**src/rtl/jackpot_spin.sv**
```systemverilog
// Rotating one-hot LED game: the slow tick is synchronized as data and advances the
// lit LED; a single switch rising under the lit LED scores a win.
module jackpot_spin #(
  parameter int LED_N = 4,
  parameter int CNT_W = 8
) (
  input  logic             clkIN,
  input  logic             rst_n,
  input  logic             tickIN,
  input  logic [LED_N-1:0] sw,
  output logic [LED_N-1:0] leds,
  output logic             win,
  output logic             step,
  output logic [CNT_W-1:0] win_count
);

  typedef enum logic {SPIN, WIN} state_t;

  state_t           r_state;
  logic             r_tick_s1, r_tick_s2, r_tick_prev;
  logic [LED_N-1:0] r_sw_s1, r_sw_s2, r_sw_prev;
  logic [LED_N-1:0] r_leds;
  logic             r_win;
  logic [CNT_W-1:0] r_win_count;

  logic             w_step;
  logic [LED_N-1:0] w_sw_rise;
  logic             w_rise_onehot;
  logic             w_match;
  logic             w_sw_idle;

  always_ff @(posedge clkIN or negedge rst_n) begin
    if (!rst_n) begin
      r_tick_s1   <= 1'b0;
      r_tick_s2   <= 1'b0;
      r_tick_prev <= 1'b0;
    end else begin
      r_tick_s1   <= tickIN;
      r_tick_s2   <= r_tick_s1;
      r_tick_prev <= r_tick_s2;
    end
  end

  generate
    for (genvar gi = 0; gi < LED_N; gi++) begin : g_sw_sync
      always_ff @(posedge clkIN or negedge rst_n) begin
        if (!rst_n) begin
          r_sw_s1[gi]   <= 1'b0;
          r_sw_s2[gi]   <= 1'b0;
          r_sw_prev[gi] <= 1'b0;
        end else begin
          r_sw_s1[gi]   <= sw[gi];
          r_sw_s2[gi]   <= r_sw_s1[gi];
          r_sw_prev[gi] <= r_sw_s2[gi];
        end
      end
    end
  endgenerate

  // A rise only scores when exactly one switch rose and it is the lit one.
  assign w_step        = r_tick_s2 & ~r_tick_prev;
  assign w_sw_rise     = r_sw_s2 & ~r_sw_prev;
  assign w_rise_onehot = (w_sw_rise != '0) &&
                         ((w_sw_rise & (w_sw_rise - {{(LED_N-1){1'b0}}, 1'b1})) == '0);
  assign w_match       = w_rise_onehot && (w_sw_rise == r_leds);
  assign w_sw_idle     = (r_sw_s2 == '0);

  always_ff @(posedge clkIN or negedge rst_n) begin
    if (!rst_n) begin
      r_state     <= SPIN;
      r_leds      <= {{(LED_N-1){1'b0}}, 1'b1};
      r_win       <= 1'b0;
      r_win_count <= '0;
    end else begin
      case (r_state)
        SPIN: begin
          if (w_match) begin
            r_state <= WIN;
            r_leds  <= '1;
            r_win   <= 1'b1;
            if (r_win_count != '1)
              r_win_count <= r_win_count + 1'b1;
          end else if (w_step) begin
            r_leds <= {r_leds[LED_N-2:0], r_leds[LED_N-1]};
          end
        end
        WIN: begin
          if (w_sw_idle && w_step) begin
            r_state <= SPIN;
            r_leds  <= {{(LED_N-1){1'b0}}, 1'b1};
            r_win   <= 1'b0;
          end
        end
        default: begin
          r_state <= SPIN;
          r_leds  <= {{(LED_N-1){1'b0}}, 1'b1};
          r_win   <= 1'b0;
        end
      endcase
    end
  end

  assign leds      = r_leds;
  assign win       = r_win;
  assign step      = w_step;
  assign win_count = r_win_count;

endmodule

```
**config.mk**
```make
export PLATFORM = sky130hd
export DESIGN_NAME = jackpot_spin
export DESIGN_NICKNAME = d
export VERILOG_FILES = /design/src/rtl/jackpot_spin.sv
export SDC_FILE = /design/constraint.sdc
export NUM_CORES = 1
export LEC_CHECK = 0
export BUFFER_PORTS_ARGS = -buffer_cell sky130_fd_sc_hd__buf_2
export CORE_MARGIN = 4
export CORE_UTILIZATION = 45
export CTS_BUF_LIST = sky130_fd_sc_hd__clkbuf_2 sky130_fd_sc_hd__clkbuf_4 sky130_fd_sc_hd__clkbuf_8
export CTS_CLUSTER_SIZE = 20
export DETAILED_ROUTE_END_ITERATION = 16
export PLACE_DENSITY = 0.66
export SETUP_SLACK_MARGIN = 0.2
export SKIP_CTS_REPAIR_TIMING = 1
export SLEW_MARGIN = 0
export SYNTH_ARGS = -nofsm -noshare
export SYNTH_HDL_FRONTEND = slang
export SYNTH_SLANG_ARGS = --single-unit
```
**constraint.sdc**
```tcl
create_clock -name clkIN -period 2.1 [get_ports clkIN]
set_input_delay 0.315 -clock clkIN [delete_from_list [all_inputs] [get_ports clkIN]]
set_output_delay 0.315 -clock clkIN [all_outputs]
set_load 0.05 [all_outputs]
```
[After elaboration in Yosys (flattened, before gate mapping)]
Cells that the tools add are included.
Storage, ports and cells
  output and inout port bits: 14
  latch bits: 0
  memory bits (read-only): 0
  register bits after elaboration: 29
  RAM bits: 0
  word-level logic and storage cells: 51
  memories kept: 0
  input bits: 7
Cells by class
  $mul: 0
  equality and inequality tests: 5
  magnitude comparators: 0
  muxes and demuxes: 10
  shift operators: 0
  bitwise gates (word level): 6
  add/subtract/negate cells: 2
  reduce and logical (&&, ||, !) cells: 9
  div/mod/pow operators: 0
Operators by type and width (count)
  4-bit two-way mux: 3
  8-bit by 1-bit adder with 8-bit output (second input constant): 1
  4-bit AND: 2
  4-bit zero test: 2
  8-bit inequality test (second input constant): 1
  4-bit one-hot mux with 2 select lines: 1
  4-bit == test: 1
  1-bit two-way mux: 4
  4-bit NOT: 1
  1-bit one-hot mux with 2 select lines: 2
  2-bit AND reduction: 2
  4-bit nonzero test: 1
  4-bit by 1-bit subtractor with 4-bit output (second input constant): 1
  1-bit logical AND: 3
  3-bit inequality test (second input constant): 1
  3-bit AND reduction: 1
  2-bit by 1-bit inequality test with 1-bit output (second input constant): 1
  2-bit inequality test (second input constant): 1
  1-bit NOT: 2
  1-bit AND: 1

[Depth between registers and ports, before layout]
Gate-level depths: netlist of the first run.
  depth in word-level cells: 9
  mapped depth: 7
  depth with buffers taken out: 6

[Worst setup path before layout of the first run]
Ideal clock, no wire load.
  kind: register to register
  start: register r_win_count[0] (netlist: win_count[0])
  end: register r_win_count[1] (netlist: win_count[1])
  setup slack: 301 ps
  clock period less this slack: 1799 ps
  path buffers: 0
  arrival time: 1671 ps
  cell stages (with the launch flop): 6
  setup time: 128 ps
  cell sequence: dfrtp_1 ha_1 nand2_1 or2_1 o211ai_2 mux2_1
On the way
  longest elaborated chain between the ends: 2
RTL lines
  from (decl): RTL line 24  | logic [CNT_W-1:0] r_win_count;
  from (signal assigned): RTL line 82  | r_win_count <= r_win_count + 1'b1;
  branches (longest 2 deep; another with 8-bit by 1-bit adder with 8-bit output)
Parallel ways; which one is timed is not known.
A chain may end at the register's enable or synchronous reset.

[Worst setup path after layout of the first run]
  start: register r_sw_s2[1]
  end: register r_win_count[4] (netlist: win_count[4])
On the way
  longest elaborated chain between the ends: 7
RTL lines
  from (decl): RTL line 21  | logic [LED_N-1:0] r_sw_s1, r_sw_s2, r_sw_prev;
  from (signal, indexed assignment): RTL line 53  | r_sw_s2[gi] <= r_sw_s1[gi];
  4-bit AND *: RTL line 62  | assign w_sw_rise = r_sw_s2 & ~r_sw_prev;
  4-bit by 1-bit subtractor with 4-bit output: RTL line 64  | ((w_sw_rise & (w_sw_rise - {{(LED_N-1){1'b0}}, 1'b1})) == '0);
  4-bit AND: RTL line 64
  4-bit zero test: RTL line 64
  1-bit logical AND: RTL line 63  | assign w_rise_onehot = (w_sw_rise != '0) &&
  1-bit logical AND *: RTL line 65  | assign w_match = w_rise_onehot && (w_sw_rise == r_leds);
  3-bit AND reduction (no source line) *
Every way passes the cells marked *; elsewhere a longest branch is shown, timed or not.

==> results of run 1 <==
worst max path at each step:
| stage | endpoint | slack [ns] | startpoint |
|---|---|---|---|
| after detailed placement | win_count[6]$_DFFE_PN0P_ | 0.32 | r_sw_s2[1]$_DFF_PN0_ |
| final | win_count[4]$_DFFE_PN0P_ | 0.30 | r_sw_s2[1]$_DFF_PN0_ |
| after CTS | win_count[6]$_DFFE_PN0P_ | 0.29 | r_sw_s2[1]$_DFF_PN0_ |
| after global placement | win_count[6]$_DFFE_PN0P_ | 0.38 | r_sw_s2[1]$_DFF_PN0_ |
| after floorplan | win_count[1]$_DFFE_PN0P_ | 0.30 | win_count[0]$_DFFE_PN0P_ |
| after global routing | win_count[4]$_DFFE_PN0P_ | 0.18 | r_sw_s2[1]$_DFF_PN0_ |
cells by family (layout without fill, tap and decap cells):
| group | Yosys count | in the layout | share of synthesized area, % |
|---|---|---|---|
| AO/OA/AOI/OAI | 16 | 16 | 8.33 |
| AND/OR/NAND/NOR | 33 | 33 | 19.7 |
| flip-flops | 29 | 29 | 59.0 |
| multiplexers | 1 | 1 | 0.915 |
| adder cells (fa/ha/maj) | 1 | 1 | 1.02 |
| XOR/XNOR | 9 | 9 | 7.93 |
| buffers and inverters | 8 | 34 | 3.05 |
per-stage QoR:
step	std cells	util [%]	area (um2)	hold WS [ns]
floorplan	97	-	1230	0.0194
finish	153	56.3	1430	-0.0154
global route	153	56.3	1430	0.0298
CTS	153	56.1	1430	0.00295
global placement	145	53.3	1360	0.332
detailed placement	145	53.3	1360	0.336
sequential cells by signal (all words and copies together) (netlist names), 4 cells and up:
register   count
win_count      8
leds           4
r_sw_prev      4
r_sw_s1        4
r_sw_s2        4
layout by cell type (no fill, tap or decap), drive strengths merged, types with 2 or more instances in the layout:
cell type and count:
nor2 3, xnor2 5, clkbuf 7, xor2 4, a21oi 3, nand2b 2
nand3 2, buf 21, nor2b 3, nand2 10, inv 5, o21ai 7
dfrtp 28, nor4 5, nand4 2, a21o 3
power by group through the flow:
stage	sequential (W)	combinational (W)	clock (W)
finish	0.000782	0.000589	0.000388
global route	0.000803	0.000636	0.000431
CTS	0.000780	0.000587	0.000400
detailed placement	0.000792	0.000584	0
global placement	0.000784	0.000583	0
floorplan	0.000970	0.000266	0
layer usage:
metal,share of wire [%],vias to the layer above,global-route usage [%]
li1,-,381,-
met3,7.3,6,4.97
met4,2.3,0,9.49
met5,0,-,0
met2,42,26,19.9
met1,48,400,19.9
cell type report:
cell class              instances  area [um2]
fillers                       221        1110
flip-flops and latches         29         727
multi-input cells              60         473
repair buffers                 21         108
clock buffers                   7        65.1
well taps                      30        37.5
inverters                       5        18.8
clock inverters                 1        5.00
==> impl_metrics.xml, run 1 <==
<?xml version="1.0" encoding="UTF-8"?>
<metrics>
  <group name="status">
    <metric name="result_of_the_run" unit="">complete, but fails checks</metric>
    <metric name="failed_checks" unit="">hold timing</metric>
  </group>
  <group name="floorplanning">
    <metric name="io-pin-count" unit="">21</metric>
    <metric name="fp.dieArea" unit="um2">3640</metric>
    <metric name="dieHeight" unit="um">60.3</metric>
    <metric name="dieWidth" unit="um">60.3</metric>
    <metric name="num_rows" unit="">18</metric>
    <metric name="start_util" unit="%">48.4</metric>
    <metric name="core_box_area" unit="um2">2540</metric>
  </group>
  <group name="routing">
    <metric name="wirelength" unit="um">2180</metric>
    <metric name="drt_iter0_markers" unit="">35</metric>
    <metric name="drc" unit="">0</metric>
    <metric name="detail_route.wl_per_cell" unit="um">14.2</metric>
    <metric name="detailedRoute.firstPassIterationCount" unit="">4</metric>
    <metric name="postRouteAntennaNets" unit="">0</metric>
    <metric name="vias" unit="">813</metric>
    <metric name="detail_route.vias_per_cell" unit="">5.31</metric>
  </group>
  <group name="placement">
    <metric name="dpl.hpwl" unit="um">1480</metric>
    <metric name="weighted_congestion_reported_at_the_end_of_routability_driven_placement" unit="">0.733</metric>
    <metric name="worst_case_setup_slack_after_placement" unit="ns">0.316</metric>
    <metric name="io_buffers" unit="">20</metric>
  </group>
  <group name="finish">
    <metric name="post_route_cells_drive_above_1_share" unit="%">33.3</metric>
    <metric name="area_delta_synth_final" unit="%">16.5</metric>
    <metric name="antenna_cells" unit="">0</metric>
    <metric name="nNetsFinal" unit="">130</metric>
  </group>
  <group name="sta">
    <metric name="holdWs" unit="ns">-0.0154</metric>
    <metric name="worst_slew_pin_slew" unit="ns">0.610</metric>
    <metric name="timing_hold_violations_final" unit="">15</metric>
    <metric name="finalCriticalPeriod" unit="ns">1.80</metric>
    <metric name="setup-tns-final" unit="ns">0</metric>
    <metric name="clock.fmax" unit="MHz">557</metric>
    <metric name="setup_ws" unit="ns">0.305</metric>
    <metric name="clock-skew-final" unit="ns">0.0103</metric>
    <metric name="final.period_utilization" unit="%">85.5</metric>
    <metric name="drv_slew" unit="">0</metric>
    <metric name="setup_repair_after_global_routing_missed_its_margin" unit="">true</metric>
    <metric name="report.final.setup_viol" unit="">0</metric>
    <metric name="maxSlewHeadroom" unit="%">59.3</metric>
  </group>
  <group name="worst_setup_path">
    <metric name="critPathRequiredTime" unit="ns">2.35</metric>
    <metric name="critical_path.n_buffers_inverters" unit="">0</metric>
    <metric name="critical_path.top_delay_family" unit="">simple AND/OR/NAND/NOR gates</metric>
    <metric name="worst_setup_path_start_kind" unit="">register</metric>
    <metric name="cp_cell_sequence" unit="">and2b_1 -&gt; nor2_2 -&gt; xnor2_4 -&gt; nand4b_4 -&gt; nor4_1 -&gt; xor2_1</metric>
    <metric name="crit_arrival" unit="ns">2.05</metric>
    <metric name="critical_path.max_fanout" unit="">12</metric>
    <metric name="r2r_setup_slack" unit="ns">0.30</metric>
    <metric name="worst_setup_path_end_kind" unit="">register</metric>
    <metric name="cp_num_cells" unit="">6</metric>
    <metric name="critical-path-max-stage-delay" unit="ns">0.41</metric>
    <metric name="worst_path_max_delay_cell" unit="">dfrtp_1</metric>
    <metric name="regToRegEndpoint" unit="">win_count[4]$_DFFE_PN0P_</metric>
    <metric name="rr_startpoint" unit="">r_sw_s2[1]$_DFF_PN0_</metric>
    <metric name="path_class" unit="">register to register</metric>
    <metric name="r2r_cells" unit="">6</metric>
  </group>
  <group name="power">
    <metric name="seq_power_share" unit="%">44.5</metric>
    <metric name="power_density" unit="nW/um2">1230</metric>
    <metric name="clock_power_share" unit="%">22.1</metric>
    <metric name="switching_share" unit="%">41.7</metric>
    <metric name="power.combinational.fraction" unit="%">33.5</metric>
    <metric name="netSwitchingPower" unit="W">0.000734</metric>
    <metric name="power_report.internal_total" unit="W">0.00103</metric>
    <metric name="cellLeakagePower" unit="nW">0.698</metric>
    <metric name="vdd_drop_max" unit="V">0.000889</metric>
    <metric name="report.power.total" unit="W">0.00176</metric>
  </group>
  <group name="logic_synthesis">
    <metric name="yosysMostFrequentCell" unit="">dfrtp_1</metric>
    <metric name="ys_async_sr_fraction" unit="%">100</metric>
    <metric name="ys_ff_latch" unit="">29</metric>
    <metric name="synth.largest_area_cell" unit="">dfrtp_1</metric>
    <metric name="netlist_top_cells_count" unit="">dfrtp_1, nand2_1, o21ai_1, inv_1</metric>
    <metric name="synth-edff-count" unit="">0</metric>
    <metric name="syn-cell-area" unit="um2">1230</metric>
    <metric name="syn-mean-instance-area" unit="um2">12.7</metric>
    <metric name="synthesis.yosys.warnings" unit="">0</metric>
    <metric name="syn_nets" unit="">105</metric>
    <metric name="synth.distinct_cells" unit="">35</metric>
    <metric name="ys_top_cells_by_area" unit="">dfrtp_1, nand2_1, xnor2_1, xor2_1, o21ai_1</metric>
    <metric name="synth_top_cell_area_share" unit="%">56.9</metric>
    <metric name="synthCells" unit="">97</metric>
    <metric name="ys_seq_area_share" unit="%">59.0</metric>
    <metric name="primary_ff_master_synth" unit="">dfrtp_1</metric>
  </group>
  <group name="clock_network">
    <metric name="clk_pin_slew_worst_paths" unit="ns">0.10</metric>
    <metric name="cts-root-to-sink-buffers" unit="">2</metric>
    <metric name="cts_buffer_count" unit="">5</metric>
    <metric name="cts.sinks" unit="">29</metric>
    <metric name="ctsRootBufferMaster" unit="">clkbuf_4</metric>
    <metric name="cts_tree" unit="">built</metric>
    <metric name="clk-insertion-delay-late" unit="ns">0.33</metric>
    <metric name="cts_htree_levels" unit="">2</metric>
  </group>
  <group name="global_routing">
    <metric name="grt_pass1_wl" unit="um">3720</metric>
    <metric name="globalRouteTotalUtil" unit="%">14.7</metric>
    <metric name="grt_pass1_vias" unit="">809</metric>
    <metric name="grt_start_max_net_pins" unit="">30</metric>
    <metric name="grt-ovfl-total" unit="">0</metric>
    <metric name="antenna_found_initial" unit="">0</metric>
  </group>
  <group name="flow_run">
    <metric name="max_cap_viol_count" unit="">0</metric>
  </group>
  <group name="worst_hold_path">
    <metric name="hold_class" unit="">primary input to async pin</metric>
  </group>
</metrics>
No activity file was read; power rests on OpenSTA's default activity.
==> inputs of run 2 (changes only) <==
==> constraint.sdc (replaced) <==
create_clock -name clkIN -period 1.8 [get_ports clkIN]
set_input_delay 0.27 -clock clkIN [delete_from_list [all_inputs] [get_ports clkIN]]
set_output_delay 0.27 -clock clkIN [all_outputs]
set_load 0.05 [all_outputs]
==> impl_metrics.xml, run 2 (synthesis gave the netlist of run 1 again) <==
<?xml version="1.0" encoding="UTF-8"?>
<metrics>
  <group name="floorplanning">
    <metric name="dieHeight" unit="um">60.3</metric>
    <metric name="num_rows" unit="">18</metric>
    <metric name="core_box_area" unit="um2">2540</metric>
    <metric name="fp.dieArea" unit="um2">3640</metric>
    <metric name="io-pin-count" unit="">21</metric>
    <metric name="start_util" unit="%">48.4</metric>
    <metric name="dieWidth" unit="um">60.3</metric>
  </group>
  <group name="routing">
    <metric name="detail_route.vias_per_cell" unit="">5.06</metric>
    <metric name="postRouteAntennaNets" unit="">0</metric>
    <metric name="vias" unit="">820</metric>
    <metric name="detailedRoute.firstPassIterationCount" unit="">4</metric>
    <metric name="detail_route.wl_per_cell" unit="um">14.4</metric>
    <metric name="drt_iter0_markers" unit="">16</metric>
    <metric name="wirelength" unit="um">2330</metric>
    <metric name="drc" unit="">0</metric>
  </group>
  <group name="placement">
    <metric name="io_buffers" unit="">20</metric>
    <metric name="worst_case_setup_slack_after_placement" unit="ns">0.0286</metric>
    <metric name="weighted_congestion_reported_at_the_end_of_routability_driven_placement" unit="">0.771</metric>
    <metric name="dpl.hpwl" unit="um">1590</metric>
  </group>
  <group name="worst_hold_path">
    <metric name="hold_class" unit="">primary input to register</metric>
  </group>
  <group name="sta">
    <metric name="final.period_utilization" unit="%">95.3</metric>
    <metric name="timing_hold_violations_final" unit="">0</metric>
    <metric name="report.final.setup_viol" unit="">0</metric>
    <metric name="clock-skew-final" unit="ns">0.00944</metric>
    <metric name="finalCriticalPeriod" unit="ns">1.72</metric>
    <metric name="setup-tns-final" unit="ns">0</metric>
    <metric name="worst_slew_pin_slew" unit="ns">0.617</metric>
    <metric name="setup_ws" unit="ns">0.0843</metric>
    <metric name="setup_repair_after_global_routing_missed_its_margin" unit="">true</metric>
    <metric name="drv_slew" unit="">0</metric>
    <metric name="holdWs" unit="ns">0.0393</metric>
    <metric name="clock.fmax" unit="MHz">583</metric>
    <metric name="maxSlewHeadroom" unit="%">58.9</metric>
  </group>
  <group name="clock_network">
    <metric name="clk_pin_slew_worst_paths" unit="ns">0.10</metric>
    <metric name="clk-insertion-delay-late" unit="ns">0.33</metric>
    <metric name="ctsRootBufferMaster" unit="">clkbuf_4</metric>
    <metric name="cts_buffer_count" unit="">5</metric>
    <metric name="cts-root-to-sink-buffers" unit="">2</metric>
    <metric name="cts_tree" unit="">built</metric>
    <metric name="cts_htree_levels" unit="">2</metric>
    <metric name="cts.sinks" unit="">29</metric>
  </group>
  <group name="finish">
    <metric name="most-common-layout-cells" unit="">dfrtp_1, buf_2, nand2_1</metric>
    <metric name="post_route_cells_drive_above_1_share" unit="%">48.5</metric>
    <metric name="largest_register_ff_count" unit="">8</metric>
    <metric name="final_core_util" unit="%">63.9</metric>
    <metric name="final_common_cell" unit="">dfrtp_1</metric>
    <metric name="antenna_cells" unit="">0</metric>
    <metric name="area_delta_synth_final" unit="%">32.0</metric>
    <metric name="nNetsFinal" unit="">139</metric>
  </group>
  <group name="global_routing">
    <metric name="grt_pass1_vias" unit="">812</metric>
    <metric name="grt-ovfl-total" unit="">0</metric>
    <metric name="grt_pass1_wl" unit="um">3680</metric>
    <metric name="antenna_found_initial" unit="">0</metric>
    <metric name="globalRouteTotalUtil" unit="%">14.6</metric>
    <metric name="grt_start_max_net_pins" unit="">30</metric>
  </group>
  <group name="flow_run">
    <metric name="max_cap_viol_count" unit="">0</metric>
  </group>
  <group name="power">
    <metric name="power_density" unit="nW/um2">1470</metric>
    <metric name="report.power.total" unit="W">0.00239</metric>
    <metric name="vdd_drop_max" unit="V">0.00134</metric>
    <metric name="cellLeakagePower" unit="nW">0.794</metric>
  </group>
  <group name="worst_setup_path">
    <metric name="worst_setup_path_end_kind" unit="">register</metric>
    <metric name="crit_arrival" unit="ns">1.94</metric>
    <metric name="worst_path_max_delay_cell" unit="">dfrtp_1</metric>
    <metric name="path_class" unit="">register to register</metric>
    <metric name="critical_path.max_fanout" unit="">3</metric>
    <metric name="worst_setup_path_start_kind" unit="">register</metric>
    <metric name="critical-path-max-stage-delay" unit="ns">0.40</metric>
    <metric name="cp_cell_sequence" unit="">and2b_2 -&gt; nor2_4 -&gt; xnor2_4 -&gt; and4b_2 -&gt; o211ai_2 -&gt; mux2_4</metric>
    <metric name="critPathRequiredTime" unit="ns">2.03</metric>
  </group>
  <group name="status">
    <metric name="result_of_the_run" unit="">complete, no violations</metric>
  </group>
</metrics>
==> run 2: cell types whose count changed in the layout (fill, tap and decap cells not counted), sizes merged <==
cell / before / now
buf: 21 / 29
bufinv: 0 / 2
clkbuf: 7 / 5
dlygate4sd3: 0 / 1
==> run 2: routing by layer <==
layer  vias up  share of wire (%)  GRT usage [%]
li1        403                  -              -
met1       393                 46           18.3
met2        18                 47           21.6
met3         6                5.2           5.83
met4         0                2.1           7.59
met5         -                  0              0
==> run 2: power by group <==
part | switching (W) | internal, W | leakage (nW)
Sequential | 0.000129 | 0.000773 | 0.340
Clock | 0.000240 | 0.000430 | 0.0552
Combinational | 0.000545 | 0.000277 | 0.398
==> run 2: path summary, 6_finish.rpt <==
path	start	endpoint	cells after the start	slack [ns]
max	r_sw_s2[1]$_DFF_PN0_	win_count[1]$_DFFE_PN0P_	6	0.08
min	sw[3]	r_sw_s1[3]$_DFF_PN0_	1	0.04
max reg2reg	r_sw_s2[1]$_DFF_PN0_	win_count[1]$_DFFE_PN0P_	6	0.08
min reg2reg	r_sw_s1[2]$_DFF_PN0_	r_sw_s2[2]$_DFF_PN0_	0	0.36
max in group asynchronous	rst_n	win_count[5]$_DFFE_PN0P_	2	0.89
min in group asynchronous	rst_n	r_state$_DFF_PN0_	2	0.47
==> run 2: worst max-delay path, delay by kind of cell, from the launching register on <==
kind | cells | cell delay, ns
AO/OA/AOI/OAI | 1 | 0.11
XOR/XNOR | 1 | 0.14
flip-flops | 1 | 0.40
multiplexers | 1 | 0.31
AND/OR/NAND/NOR | 3 | 0.65
==> run 2: area by class of cell <==
type / count / area (um2)
fillers: 195 / 920
flip-flops and latches: 29 / 737
multi-input cells: 60 / 529
repair buffers: 30 / 200
clock inverters: 3 / 65.1
clock buffers: 5 / 37.5
well taps: 30 / 37.5
inverters: 5 / 18.8
==> run 2: metrics by stage <==
step | area, um2 | cells
after floorplan | 1270 | 97
after global placement | 1420 | 147
after detailed placement | 1420 | 147
after CTS | 1520 | 155
after global routing | 1630 | 162
final | 1630 | 162
==> inputs of run 3 (changes only) <==
--- a/config.mk
+++ b/config.mk
@@ -7,11 +7,10 @@
 export LEC_CHECK = 0
 export BUFFER_PORTS_ARGS = -buffer_cell sky130_fd_sc_hd__buf_2
 export CORE_MARGIN = 4
-export CORE_UTILIZATION = 45
+export CORE_UTILIZATION = 33
 export CTS_BUF_LIST = sky130_fd_sc_hd__clkbuf_2 sky130_fd_sc_hd__clkbuf_4 sky130_fd_sc_hd__clkbuf_8
 export CTS_CLUSTER_SIZE = 20
 export DETAILED_ROUTE_END_ITERATION = 16
-export PLACE_DENSITY = 0.66
 export SETUP_SLACK_MARGIN = 0.2
 export SKIP_CTS_REPAIR_TIMING = 1
 export SLEW_MARGIN = 0
==> impl_metrics.xml, run 3 (synthesis gave the netlist of run 1 again) <==
<?xml version="1.0" encoding="UTF-8"?>
<metrics>
  <group name="status">
    <metric name="result_of_the_run" unit="">complete, no violations</metric>
  </group>
  <group name="placement">
    <metric name="worst_case_setup_slack_after_placement" unit="ns">0.0251</metric>
    <metric name="dpl.hpwl" unit="um">1540</metric>
    <metric name="io_buffers" unit="">20</metric>
    <metric name="weighted_congestion_reported_at_the_end_of_routability_driven_placement" unit="">0.733</metric>
    <metric name="place_area" unit="um2">1430</metric>
  </group>
  <group name="sta">
    <metric name="clock.fmax" unit="MHz">574</metric>
    <metric name="timing_hold_violations_final" unit="">0</metric>
    <metric name="setup_repair_after_global_routing_missed_its_margin" unit="">true</metric>
    <metric name="maxSlewHeadroom" unit="%">57.8</metric>
    <metric name="setup_ws" unit="ns">0.0582</metric>
    <metric name="setup-tns-final" unit="ns">0</metric>
    <metric name="drv_slew" unit="">0</metric>
    <metric name="finalCriticalPeriod" unit="ns">1.74</metric>
    <metric name="clock-skew-final" unit="ns">0.00642</metric>
    <metric name="worst_slew_pin_slew" unit="ns">0.634</metric>
    <metric name="report.final.setup_viol" unit="">0</metric>
    <metric name="final.period_utilization" unit="%">96.8</metric>
  </group>
  <group name="worst_setup_path">
    <metric name="critical_path.max_fanout" unit="">3</metric>
    <metric name="worst_setup_path_start_kind" unit="">register</metric>
    <metric name="r2r_setup_slack" unit="ns">0.06</metric>
    <metric name="path_class" unit="">register to register</metric>
    <metric name="crit_arrival" unit="ns">1.90</metric>
    <metric name="critPathRequiredTime" unit="ns">1.96</metric>
    <metric name="worst_setup_path_end_kind" unit="">register</metric>
  </group>
  <group name="global_routing">
    <metric name="grt_start_max_net_pins" unit="">30</metric>
    <metric name="grt_pass1_wl" unit="um">3630</metric>
    <metric name="grt_pass1_vias" unit="">808</metric>
    <metric name="antenna_found_initial" unit="">0</metric>
    <metric name="grt-ovfl-total" unit="">0</metric>
    <metric name="globalRouteTotalUtil" unit="%">10.0</metric>
  </group>
  <group name="floorplanning">
    <metric name="io-pin-count" unit="">21</metric>
    <metric name="core_box_area" unit="um2">3470</metric>
    <metric name="dieWidth" unit="um">69.1</metric>
    <metric name="start_util" unit="%">35.5</metric>
    <metric name="num_rows" unit="">21</metric>
    <metric name="fp.dieArea" unit="um2">4770</metric>
    <metric name="dieHeight" unit="um">69.1</metric>
  </group>
  <group name="routing">
    <metric name="postRouteAntennaNets" unit="">0</metric>
    <metric name="met2_wirelength" unit="um">1070</metric>
    <metric name="wirelength" unit="um">2250</metric>
    <metric name="routed-wl-met3" unit="um">146</metric>
    <metric name="top_layer_reached_by_signal_wires" unit="">met4</metric>
    <metric name="drc" unit="">0</metric>
    <metric name="routedLengthMet1" unit="um">966</metric>
    <metric name="detail_route.wl_per_cell" unit="um">12.7</metric>
    <metric name="detailedRoute.firstPassIterationCount" unit="">4</metric>
    <metric name="detail_route.vias_per_cell" unit="">4.59</metric>
    <metric name="vias" unit="">812</metric>
    <metric name="drt_iter0_markers" unit="">19</metric>
  </group>
  <group name="finish">
    <metric name="nNetsFinal" unit="">138</metric>
    <metric name="most-common-layout-cells" unit="">dfrtp_1, buf_2, nand2_1</metric>
    <metric name="post_route_cells_drive_above_1_share" unit="%">48.1</metric>
    <metric name="final_common_cell" unit="">dfrtp_1</metric>
    <metric name="seqCellArea" unit="um2">737</metric>
    <metric name="final_cell_area" unit="um2">1600</metric>
    <metric name="fillerInstances" unit="">332</metric>
    <metric name="largest_register_ff_count" unit="">8</metric>
    <metric name="area_delta_synth_final" unit="%">29.9</metric>
    <metric name="final_core_util" unit="%">46.1</metric>
    <metric name="antenna_cells" unit="">0</metric>
    <metric name="multi_input_area" unit="um2">526</metric>
  </group>
  <group name="power">
    <metric name="switching_share" unit="%">40.6</metric>
    <metric name="netSwitchingPower" unit="W">0.000894</metric>
    <metric name="power.combinational.fraction" unit="%">34.8</metric>
    <metric name="seq_power_share" unit="%">41.8</metric>
    <metric name="vdd_drop_max" unit="V">0.000574</metric>
    <metric name="cellLeakagePower" unit="nW">0.772</metric>
    <metric name="report.power.total" unit="W">0.00220</metric>
    <metric name="power_density" unit="nW/um2">1380</metric>
    <metric name="clock_power_share" unit="%">23.4</metric>
    <metric name="power_report.internal_total" unit="W">0.00131</metric>
  </group>
  <group name="clock_network">
    <metric name="ctsRootBufferMaster" unit="">clkbuf_8</metric>
    <metric name="cts_htree_levels" unit="">2</metric>
    <metric name="clk_pin_slew_worst_paths" unit="ns">0.06</metric>
    <metric name="clk-insertion-delay-late" unit="ns">0.28</metric>
    <metric name="cts_buffer_count" unit="">5</metric>
    <metric name="cts-root-to-sink-buffers" unit="">2</metric>
    <metric name="cts_tree" unit="">built</metric>
    <metric name="cts.sinks" unit="">29</metric>
  </group>
  <group name="flow_run">
    <metric name="max_cap_viol_count" unit="">0</metric>
  </group>
  <group name="worst_hold_path">
    <metric name="hold_class" unit="">primary input to async pin</metric>
  </group>
</metrics>
==> run 3: cell types whose count changed in the layout (fill, tap and decap cells not counted), sizes merged <==
cell / change
bufinv: -2
dlygate4sd3: -1
clkbuf: +2
buf: -1
clkinv: +1
==> run 3: area by class of cell <==
class	instances	area share [%]
Multi-Input combinational cell	60	32.9
Inverter	5	1.17
Sequential cell	29	46.1
Clock buffer	6	4.77
Clock inverter	2	0.626
Tap cell	46	3.60
Timing Repair Buffer	29	10.9
==> run 3: worst paths after layout <==
kind	from	endpoint	cells past startpoint
max in group asynchronous	rst_n	leds[3]$_DFFE_PN0P_	1
min reg2reg	r_tick_s1$_DFF_PN0_	r_tick_s2$_DFF_PN0_	0
min	rst_n	win_count[6]$_DFFE_PN0P_	1
max reg2reg	r_sw_s2[1]$_DFF_PN0_	win_count[1]$_DFFE_PN0P_	6
min in group clkIN	sw[3]	r_sw_s1[3]$_DFF_PN0_	1
max	r_sw_s2[1]$_DFF_PN0_	win_count[1]$_DFFE_PN0P_	6
==> run 3: power groups by stage <==
stage | clock network (W) | registers [W] | logic (W)
2_1_floorplan | 0 | 0.00114 | 0.000325
3_3_place_gp | 0 | 0.000931 | 0.000697
3_5_place_dp | 0 | 0.000932 | 0.000708
4_1_cts | 0.000540 | 0.000920 | 0.000709
5_1_grt | 0.000570 | 0.000945 | 0.000815
6_report | 0.000515 | 0.000922 | 0.000767
==> run 3: metrics by stage <==
step | hold slack [ns] | instances
6_report | 0.00954 | 177
5_1_grt | 0.0579 | 177
4_1_cts | 0.0185 | 171
3_5_place_dp | 0.331 | 163
3_3_place_gp | 0.319 | 163
2_1_floorplan | -0.0256 | 97
==> run 3: critical path: stages (launching register included) <==
cell and delay (ns):
dfrtp_1 0.38, and2b_2 0.24, nor2_4 0.16, xnor2_4 0.14, and4b_2 0.29, o211ai_2 0.11
mux2_4 0.31
==> run 3: per-layer routing <==
metal	GRT usage, %	vias up
met4	7.16	0
met2	14.3	22
met1	11.9	389
li1	-	393
met5	0	-
met3	4.51	8
